<file path="src/rtl/img_pkg.sv">
`default_nettype none
// ============================================================================
// Module   : img_pkg
// Brief    : Image geometry, derived address widths and sequencer state codes
//            shared by the CNN image-buffer controller.
// Revision : 1.0 - initial release
// ============================================================================
package img_pkg;

    localparam int IMG_W = 32;
    localparam int IMG_H = 32;
    localparam int K     = 3;
    localparam int COL_W = $clog2(IMG_W);
    localparam int ROW_W = $clog2(IMG_H);

    typedef enum logic [2:0] {
        IDLE  = 3'd0,
        LOAD  = 3'd1,
        SCAN  = 3'd2,
        FLUSH = 3'd3,
        DONE  = 3'd4
    } state_t;

endpackage : img_pkg
`default_nettype wire

</file>
<file path="src/rtl/rc_counter.sv">
`default_nettype none
// ============================================================================
// Module   : rc_counter
// Brief    : Row/column address counter; column wraps at COL_LAST and carries
//            into the row, 'last' flags the final (ROW_LAST, COL_LAST) cell.
// Revision : 1.0 - initial release
// ============================================================================
module rc_counter #(
    parameter int ROW_W    = 5,
    parameter int COL_W    = 5,
    parameter int ROW_LAST = 31,
    parameter int COL_LAST = 31
) (
    input  logic             sys_clk,
    input  logic             rst,
    input  logic             clear,
    input  logic             inc,
    output logic [ROW_W-1:0] row,
    output logic [COL_W-1:0] col,
    output logic             last
);

    localparam logic [ROW_W-1:0] C_ROW_LAST = ROW_W'(ROW_LAST);
    localparam logic [COL_W-1:0] C_COL_LAST = COL_W'(COL_LAST);

    logic [ROW_W-1:0] r_row;
    logic [COL_W-1:0] r_col;
    logic             w_col_last;
    logic             w_row_last;

    assign w_col_last = (r_col == C_COL_LAST);
    assign w_row_last = (r_row == C_ROW_LAST);

    // clear wins over inc so a restart always begins at cell (0,0)
    always_ff @(posedge sys_clk or posedge rst) begin
        if (rst) begin
            r_row <= '0;
            r_col <= '0;
        end else if (clear) begin
            r_row <= '0;
            r_col <= '0;
        end else if (inc) begin
            if (w_col_last) begin
                r_col <= '0;
                r_row <= w_row_last ? '0 : r_row + 1'b1;
            end else begin
                r_col <= r_col + 1'b1;
            end
        end
    end

    assign row  = r_row;
    assign col  = r_col;
    assign last = w_col_last & w_row_last;

endmodule : rc_counter
`default_nettype wire

</file>
<file path="src/rtl/img_buf_ctrl.sv">
`default_nettype none
// ============================================================================
// Module   : img_buf_ctrl
// Brief    : Loads one image from a valid/ready pixel stream into the buffer,
//            then scans it as K-row column slices for the PE array.
// Revision : 1.0 - initial release
// ============================================================================
module img_buf_ctrl #(
    parameter int IMG_W = img_pkg::IMG_W,
    parameter int IMG_H = img_pkg::IMG_H,
    parameter int K     = img_pkg::K,
    parameter int COL_W = $clog2(IMG_W),
    parameter int ROW_W = $clog2(IMG_H)
) (
    input  logic             sys_clk,
    input  logic             rst,
    input  logic             start,
    input  logic             in_valid,
    output logic             in_ready,
    input  logic             pe_ready,
    output logic             buf_en,
    output logic             wr,
    output logic [ROW_W-1:0] wr_row,
    output logic [COL_W-1:0] wr_col,
    output logic             rd,
    output logic [ROW_W-1:0] rd_row,
    output logic [COL_W-1:0] rd_col,
    output logic             win_valid,
    output logic             busy,
    output logic             done
);

    import img_pkg::*;

    state_t r_state;
    state_t w_next;

    logic w_in_ready;
    logic w_wr;
    logic w_rd;
    logic w_done;
    logic w_wr_clear;
    logic w_rd_clear;
    logic w_wr_last;
    logic w_rd_last;
    logic r_win_valid;

    always_ff @(posedge sys_clk or posedge rst) begin
        if (rst) begin
            r_state <= IDLE;
        end else begin
            r_state <= w_next;
        end
    end

    always_comb begin
        w_next     = r_state;
        w_in_ready = 1'b0;
        w_wr       = 1'b0;
        w_rd       = 1'b0;
        w_done     = 1'b0;
        w_wr_clear = 1'b0;
        w_rd_clear = 1'b0;
        case (r_state)
            IDLE: begin
                if (start) begin
                    w_next     = LOAD;
                    w_wr_clear = 1'b1;
                end
            end
            LOAD: begin
                w_in_ready = 1'b1;
                w_wr       = in_valid;
                if (in_valid && w_wr_last) begin
                    w_next     = SCAN;
                    w_rd_clear = 1'b1;
                end
            end
            SCAN: begin
                w_rd = pe_ready;
                if (pe_ready && w_rd_last) begin
                    w_next = FLUSH;
                end
            end
            FLUSH: begin
                w_next = DONE;
            end
            DONE: begin
                w_done = 1'b1;
                w_next = IDLE;
            end
            default: begin
                w_next = IDLE;
            end
        endcase
    end

    // Buffer read data appears one cycle after the read strobe
    always_ff @(posedge sys_clk or posedge rst) begin
        if (rst) begin
            r_win_valid <= 1'b0;
        end else begin
            r_win_valid <= w_rd;
        end
    end

    rc_counter #(
        .ROW_W    (ROW_W),
        .COL_W    (COL_W),
        .ROW_LAST (IMG_H - 1),
        .COL_LAST (IMG_W - 1)
    ) u_wr_cnt (
        .sys_clk (sys_clk),
        .rst     (rst),
        .clear   (w_wr_clear),
        .inc     (w_wr),
        .row     (wr_row),
        .col     (wr_col),
        .last    (w_wr_last)
    );

    // Top slice row stops at IMG_H-K so the K-row window stays inside the image
    rc_counter #(
        .ROW_W    (ROW_W),
        .COL_W    (COL_W),
        .ROW_LAST (IMG_H - K),
        .COL_LAST (IMG_W - 1)
    ) u_rd_cnt (
        .sys_clk (sys_clk),
        .rst     (rst),
        .clear   (w_rd_clear),
        .inc     (w_rd),
        .row     (rd_row),
        .col     (rd_col),
        .last    (w_rd_last)
    );

    assign in_ready  = w_in_ready;
    assign wr        = w_wr;
    assign rd        = w_rd;
    assign buf_en    = w_wr | w_rd;
    assign win_valid = r_win_valid;
    assign busy      = (r_state != IDLE);
    assign done      = w_done;

endmodule : img_buf_ctrl
`default_nettype wire

</file>
<file path="config.mk">
export PLATFORM = sky130hd
export DESIGN_NAME = img_buf_ctrl
export DESIGN_NICKNAME = d
export VERILOG_FILES = /design/src/rtl/img_pkg.sv /design/src/rtl/rc_counter.sv /design/src/rtl/img_buf_ctrl.sv
export SDC_FILE = /design/constraint.sdc
export NUM_CORES = 1
export LEC_CHECK = 0
export CORE_UTILIZATION = 35
export CTS_CLUSTER_SIZE = 8
export DETAILED_ROUTE_END_ITERATION = 12
export PLACE_DENSITY_LB_ADDON = 0.2
export SLEW_MARGIN = 40
export SYNTH_ARGS = -nofsm -noshare
export SYNTH_HDL_FRONTEND = slang
export SYNTH_HIERARCHICAL = 1
export SYNTH_SLANG_ARGS = --single-unit
</file>
<file path="constraint.sdc">
create_clock -name sys_clk -period 2.3 [get_ports sys_clk]
set_clock_uncertainty 0.1 [all_clocks]
set_input_delay 0.23 -clock sys_clk [delete_from_list [all_inputs] [get_ports sys_clk]]
set_output_delay 0.23 -clock sys_clk [all_outputs]
set_load 0.1 [all_outputs]
</file>
==> results of run 1 <==
flip-flops by register name, summed over array words and instances (netlist names):
signal	count
win_valid	1
u_rd_cnt/row	5
u_wr_cnt/col	5
u_wr_cnt/row	5
u_rd_cnt/col	5
r_state	3
critical path, delay by kind of cell, from the launching register on:
family,cells,cell delay (ns)
AOI/OAI and AO/OA,2,0.15
adders and majority gates,2,0.30
buffers and inverters,1,0.17
DFF,1,0.43
and+or+nand+nor,4,0.98
cells in the final DEF, fill, tap and decap left out, drive strengths merged, types with 3 or more instances in the layout:
cell	Yosys	final
nand2b	3	3
nand3	8	8
a21oi	10	10
or4	3	3
nand2	8	8
o21ai	5	5
nor2	13	13
ha	8	8
clkdlybuf4s50	0	4
buf	5	40
and3	5	5
clkbuf	0	3
inv	7	7
mux2i	4	4
dfrtp	24	24
power groups by stage:
stage	Sequential, W	Clock (W)	Combinational, W
CTS	0.000512	0.000387	0.000536
finish	0.000512	0.000374	0.000535
global placement	0.000515	0	0.000529
floorplan	0.000824	0	0.000108
detailed placement	0.000521	0	0.000534
global route	0.000521	0.000399	0.000558
worst paths after layout:
check | startpoint | cells after the start | end
min reg2reg | r_state[2]$_DFFE_PP0P_ | 1 | r_state[1]$_DFFE_PP0P_
min | rst | 2 | r_state[0]$_DFFE_PP0P_
max in group asynchronous | rst | 2 | u_wr_cnt/row[1]$_DFFE_PP0P_
max | u_wr_cnt/row[1]$_DFFE_PP0P_ | 9 | u_rd_cnt/row[3]$_DFFE_PP0P_
max reg2reg | u_wr_cnt/row[1]$_DFFE_PP0P_ | 9 | u_rd_cnt/row[3]$_DFFE_PP0P_
min in group sys_clk | r_state[2]$_DFFE_PP0P_ | 1 | r_state[1]$_DFFE_PP0P_
routing by layer:
metal  global-route usage  up-vias
li1                     -      578
met1                0.220      569
met2                0.263       27
met3               0.0282        5
met4               0.0667        0
met5                    0        -
what timing repair did:
item / in CTS / in global routing
gates cloned: 0 / 0
setup buffers: 0 / 0
pin swaps: 1 / 3
gates resized for setup: 1 / 1
endpoints found under the setup margin: 1 / 3
Yosys cell counts, drive strengths merged:
cell type / instances
a31o: 1
buf: 5
and3b: 1
or4b: 1
a41o: 1
o21ai: 5
nand3: 8
nor3: 2
or3: 2
or4: 3
nand2b: 3
nand4: 2
ha: 8
and3: 5
nand2: 8
o21bai: 1
and2: 2
a21o: 2
o31ai: 1
nor2: 13
nor4b: 1
a32o: 2
dfrtp: 24
nor3b: 1
nand4b: 1
nor4bb: 2
mux2: 2
or2: 1
a21oi: 10
mux2i: 4
o211ai: 2
inv: 7
and4bb: 2
a31oi: 1
and4: 1
logic make-up after synthesis:
family,share of synthesized area
AND/OR/NAND/NOR,0.264
buffers and inverters,0.0458
multiplexers,0.0458
flip-flops,0.440
AO/OA/AOI/OAI,0.132
adder cells (fa/ha/maj),0.0733
through the flow:
stage | TNS [ns] | area [µm²] | hold slack (ns) | worst slack [ns]
finish | 0 | 1920 | 0.119 | 0.0910
global route | 0 | 1920 | 0.129 | 0.00998
CTS | 0 | 1920 | 0.121 | 0.00151
detailed placement | -0.0120 | 1840 | 0.417 | -0.0120
global placement | 0 | 1840 | 0.407 | 0.00976
floorplan | -0.617 | 1440 | -0.104 | -0.330
layout make-up:
cell class	instances	area, µm²
Sequential cell	24	622
Timing Repair Buffer	44	378
Clock buffer	3	41.3
Inverter	7	26.3
Tap cell	48	60.1
Multi-Input combinational cell	99	766
Clock inverter	1	30.0
Fill cell	342	1790
==> impl_metrics.py, run 1 <==
metrics = {
    "status": {
        "status": "finished clean",
    },
    "global_route": {
        "number_of_global_route_vias_before_repair": 1142,
        "maximum_number_of_pins_on_one_net_before_global_route_repair": 15,
        "grt.overflow.total": 0,
        "number_of_antenna_violations_at_the_first_check_in_global_routing": 0,
        "grt_pass1_wl_um": 5360,
        "grtUsageTotal": 0.165,
    },
    "timing": {
        "timing.final.setup_violations": 0,
        "final.period_utilization": 0.960,
        "worst_pin_slew_ns": 0.488,
        "final_max_slew_viol_count": 0,
        "timing_hold_violations_final": 0,
        "setup_repair_after_global_routing_missed_its_margin": "false",
        "maxSlewHeadroom": 0.674,
        "fmax_ghz": 0.453,
        "minimum_period_implied_by_the_final_worst_setup_slack_ns": 2.21,
    },
    "power": {
        "power.share.clock": 0.263,
        "power_switching_w": 0.000601,
        "total_power_w": 0.00142,
        "powerDensity_mw_per_mm2": 739,
        "irDropWorstVdd_uv": 324,
        "power_frac_seq": 0.360,
        "power_leakage_nw": 0.900,
        "power_switching_share": 0.423,
        "internal_pwr_total_w": 0.000821,
        "p_comb_frac": 0.376,
    },
    "synthesis": {
        "synth_seq_cells": 24,
        "synth_area_leaders": "dfrtp_1 44%, ha_1 7.3%, a21oi_1 3.3%, nor2_1 3.3%, mux2i_1 2.9%",
        "yosysWarningCount": 6,
        "postSynthNetCount": 148,
        "synthDistinctLibCells": 44,
        "synth_top_area_share": 0.440,
        "synth.cell_area_mm2": 0.00137,
        "synth_area_per_cell_um2": 10.1,
        "synthesis.instances": 135,
        "synth_top_cell_by_area": "dfrtp_1",
        "synth_seq_area_share": 0.440,
    },
    "clock_network": {
        "cts.path.max_buffers": 2,
        "cts_num_sinks": 24,
        "cts_tree": "done",
        "clock_insertion_delay_worst_skew_ns": 0.27,
        "clkTransAtPathRegs_ns": 0.09,
        "numCtsBuffers": 3,
        "h-tree-depth": 1,
        "cts_hold_buffers": 0,
        "clock_tree_root": "clkbuf_8",
    },
    "detailed_routing": {
        "vias_per_cell": 5.22,
        "via_count": 1179,
        "met2WireLength_um": 1400,
        "drt-pass1-iter-count": 4,
        "wl_per_cell_um": 13.6,
        "route.antenna.remaining_nets": 0,
        "top_layer_used": "met4",
        "dr_wl_met3_um": 123,
        "count_of_routing_violations_after_the_opening_detailed_route_iteration": 82,
        "drt_wirelength_um": 3080,
        "detail_route.wirelength.met1_um": 1500,
        "drc": 0,
    },
    "layout": {
        "layout-area-overhead-vs-synth_pct": 40.8,
        "final_cell_count_no_fill": 226,
        "layout-drive-gt1-share": 0.410,
        "n_antenna_cell": 0,
        "fin_nets": 192,
        "utilization": 0.518,
    },
    "floorplanning": {
        "fp.coreArea_mm2": 0.00372,
        "start_util": 0.368,
        "die-height_um": 64.5,
        "floorplan.die_area_mm2": 0.00416,
        "fp.dieW_um": 64.5,
        "placementRows": 22,
        "design.portCount": 32,
    },
    "place": {
        "place_inst": 222,
        "hpwlAfterDp_um": 2330,
        "routabilityCongestion": 0.780,
        "placement.io_buffers": 31,
    },
    "setup_path": {
        "start_kind": "flip-flop",
        "timing.critical_path.slowest_stage_cell": "or4_1",
        "timing_worst_setup_path_type": "reg -> reg",
        "timing.critical_path.arrival_ns": 2.30,
        "critical_path_peak_fanout": 8,
        "path_cells": "ha_4, and3_1, ha_2, and2_4, and4_4, buf_4, a21oi_4, or4_1, o211ai_1",
        "worst_path_largest_cell_delay_ns": 0.47,
        "reg2reg_setup_slack_ns": 0.09,
        "worstPathRequired_ns": 2.40,
        "end_kind": "flip-flop",
    },
    "min_path": {
        "timing.hold.worst.class": "in -> async",
    },
    "flow_run": {
        "max-cap-violations": 0,
    },
}
No activity file was read; power rests on OpenSTA's default activity.
==> inputs of run 2 (changes only) <==
Settings changed: SKIP_LAST_GASP set to 1.
==> results of run 2 <==
No change in the layout: final DEF, timing and power equal those of run 1.
==> inputs of run 3 (changes only) <==
Settings changed: REMOVE_ABC_BUFFERS set to 1.
==> run 3 against run 2 <==
Against the previous run:
- combinational power shrank 0.9%
- hold slack improved by 0.016 ns
- die area stayed put
- wire length grew 2.8%
- flip-flop and latch count unchanged
- sequential power about the same
- sequential share of layout area down 0.65 points
- final area down 1.4%
- power decreased by 9.4%
- critical path type unchanged
- largest cell class unchanged
- highest routed layer unchanged
==> impl_metrics.py, run 3 (synthesis results as in run 1) <==
metrics = {
    "global_route": {
        "number_of_antenna_violations_at_the_first_check_in_global_routing": 0,
        "grt_pass1_wl_um": 5140,
        "number_of_global_route_vias_before_repair": 1165,
        "grtUsageTotal": 0.157,
        "maximum_number_of_pins_on_one_net_before_global_route_repair": 13,
        "grt.overflow.total": 0,
    },
    "setup_path": {
        "crit_buf_inv": 0,
        "start_kind": "flip-flop",
        "worst_path_largest_cell_delay_ns": 0.50,
        "end_kind": "flip-flop",
        "timing.reg2reg.worst_path_depth": 8,
        "path_cells": "ha_2, and3_4, ha_4, and2_4, and4_4, a41o_4, or4_4, o211ai_1",
        "critical_path.top_delay_family": "simple AND/OR/NAND/NOR gates",
        "timing_worst_setup_path_type": "reg -> reg",
        "worst-path-stages": 8,
        "worstPathRequired_ns": 2.38,
        "timing.critical_path.arrival_ns": 2.34,
        "critical_path_peak_fanout": 3,
        "timing.critical_path.slowest_stage_cell": "or4_4",
    },
    "detailed_routing": {
        "via_count": 1177,
        "vias_per_cell": 5.14,
        "drt-pass1-iter-count": 4,
        "count_of_routing_violations_after_the_opening_detailed_route_iteration": 46,
        "drc": 0,
        "wl_per_cell_um": 13.8,
        "route.antenna.remaining_nets": 0,
        "drt_wirelength_um": 3160,
    },
    "place": {
        "hpwlAfterDp_um": 2250,
        "dpl_cell_area_mm2": 0.00178,
        "place_inst": 223,
        "routabilityCongestion": 0.775,
        "placement.io_buffers": 31,
    },
    "timing": {
        "maxSlewHeadroom": 0.692,
        "worst_pin_slew_ns": 0.462,
        "timing_hold_violations_final": 0,
        "holdWs_ns": 0.135,
        "fmax_ghz": 0.442,
        "timing.final.setup_violations": 0,
        "minimum_period_implied_by_the_final_worst_setup_slack_ns": 2.26,
        "final_max_slew_viol_count": 0,
        "final.period_utilization": 0.983,
        "setup_repair_after_global_routing_missed_its_margin": "false",
    },
    "power": {
        "power_switching_share": 0.454,
        "power_leakage_nw": 0.925,
        "power_frac_seq": 0.397,
        "power.share.clock": 0.191,
        "total_power_w": 0.00129,
        "internal_pwr_total_w": 0.000703,
        "irDropWorstVdd_uv": 385,
        "power_switching_w": 0.000585,
        "p_comb_frac": 0.412,
        "powerDensity_mw_per_mm2": 680,
    },
    "floorplanning": {
        "floorplan.die_area_mm2": 0.00416,
        "die-height_um": 64.5,
        "placementRows": 22,
        "fp.dieW_um": 64.5,
        "fp.coreArea_mm2": 0.00372,
        "design.portCount": 32,
        "start_util": 0.368,
    },
    "layout": {
        "final_cell_count_no_fill": 229,
        "n_antenna_cell": 0,
        "num-fill-cells": 369,
        "final_cell_mix": "40 x buf_4, 24 x dfrtp_1, 12 x nor2_1",
        "utilization": 0.510,
        "layout-area-overhead-vs-synth_pct": 38.7,
        "fin_nets": 196,
        "layout-drive-gt1-share": 0.381,
        "final_common_cell": "buf_4",
        "fin_area_mm2": 0.00190,
    },
    "clock_network": {
        "clock_tree_root": "clkbuf_8",
        "cts_tree": "done",
        "cts.path.max_buffers": 2,
        "clkTransAtPathRegs_ns": 0.08,
        "h-tree-depth": 1,
        "clock_insertion_delay_worst_skew_ns": 0.26,
        "cts_num_sinks": 24,
        "numCtsBuffers": 3,
    },
    "status": {
        "status": "finished clean",
    },
    "min_path": {
        "timing.hold.worst.class": "in -> async",
    },
    "flow_run": {
        "max-cap-violations": 0,
    },
}
## run 3: cell types whose count changed in the layout (fill, tap and decap cells not counted), moves of 2 or more
cell / delta
dfrtp_2: -5
dfrtp_1: +9
dfrtp_4: -4
buf_4: +3
or4_4: +2
or4_1: -2
## run 3: timing repair
item                       4_1_cts  5_1_grt
gates cloned                     0        0
pin swaps                        1        4
setup buffers                    1        2
gates resized for setup          6        7
setup endpoints to repair        4        4
hold buffers                     0        0
## run 3: metal layers
metal / global-route usage / routed length (µm) / vias up
met1: 0.202 / 1440 / 575
li1: - / - / 584
met4: 0.0583 / 20 / 0
met2: 0.266 / 1600 / 16
met5: 0 / 0 / -
met3: 0.0246 / 102 / 2
## run 3: per-stage QoR
stage / worst slack [ns] / TNS (ns)
final: 0.0384 / 0
after global routing: 0.00592 / 0
after CTS: 0.0135 / 0
after detailed placement: -0.0954 / -0.179
after global placement: -0.0180 / -0.0251
after floorplan: -0.750 / -5.29
## run 3: area by class of cell
cell class | instances | area [µm²] | share of cell area
repair buffers | 48 | 412 | 0.217
inverters | 7 | 26.3 | 0.0139
clock buffers | 3 | 41.3 | 0.0218
well taps | 48 | 60.1 | 0.0317
multi-input cells | 99 | 756 | 0.399
flip-flops and latches | 24 | 601 | 0.317
## run 3: worst paths after layout
path | startpoint | slack [ns] | to
worst min register to register | r_state[2]$_DFFE_PP0P_ | 0.42 | r_state[1]$_DFFE_PP0P_
worst max-delay path | u_wr_cnt/row[1]$_DFFE_PP0P_ | 0.04 | u_rd_cnt/row[3]$_DFFE_PP0P_
worst max register to register | u_wr_cnt/row[1]$_DFFE_PP0P_ | 0.04 | u_rd_cnt/row[3]$_DFFE_PP0P_
min in group sys_clk | r_state[2]$_DFFE_PP0P_ | 0.42 | r_state[1]$_DFFE_PP0P_
worst min-delay path | rst | 0.13 | r_state[2]$_DFFE_PP0P_
max in group asynchronous | rst | 1.57 | u_wr_cnt/row[0]$_DFFE_PP0P_
## run 3: power by group through the flow
| stage | combinational, W | clock [W] | sequential, W |
|---|---|---|---|
| floorplan | 0.000107 | 0 | 0.000823 |
| global placement | 0.000528 | 0 | 0.000518 |
| detailed placement | 0.000532 | 0 | 0.000520 |
| CTS | 0.000534 | 0.000252 | 0.000512 |
| global route | 0.000556 | 0.000267 | 0.000519 |
| finish | 0.000530 | 0.000246 | 0.000512 |
## run 3: worst reg2reg max path: stages (launching register included)
cell and delay (ns):
dfrtp_1 0.39, ha_2 0.19, and3_4 0.18, ha_4 0.15, and2_4 0.16, and4_4 0.17, a41o_4 0.24, or4_4 0.50
o211ai_1 0.10
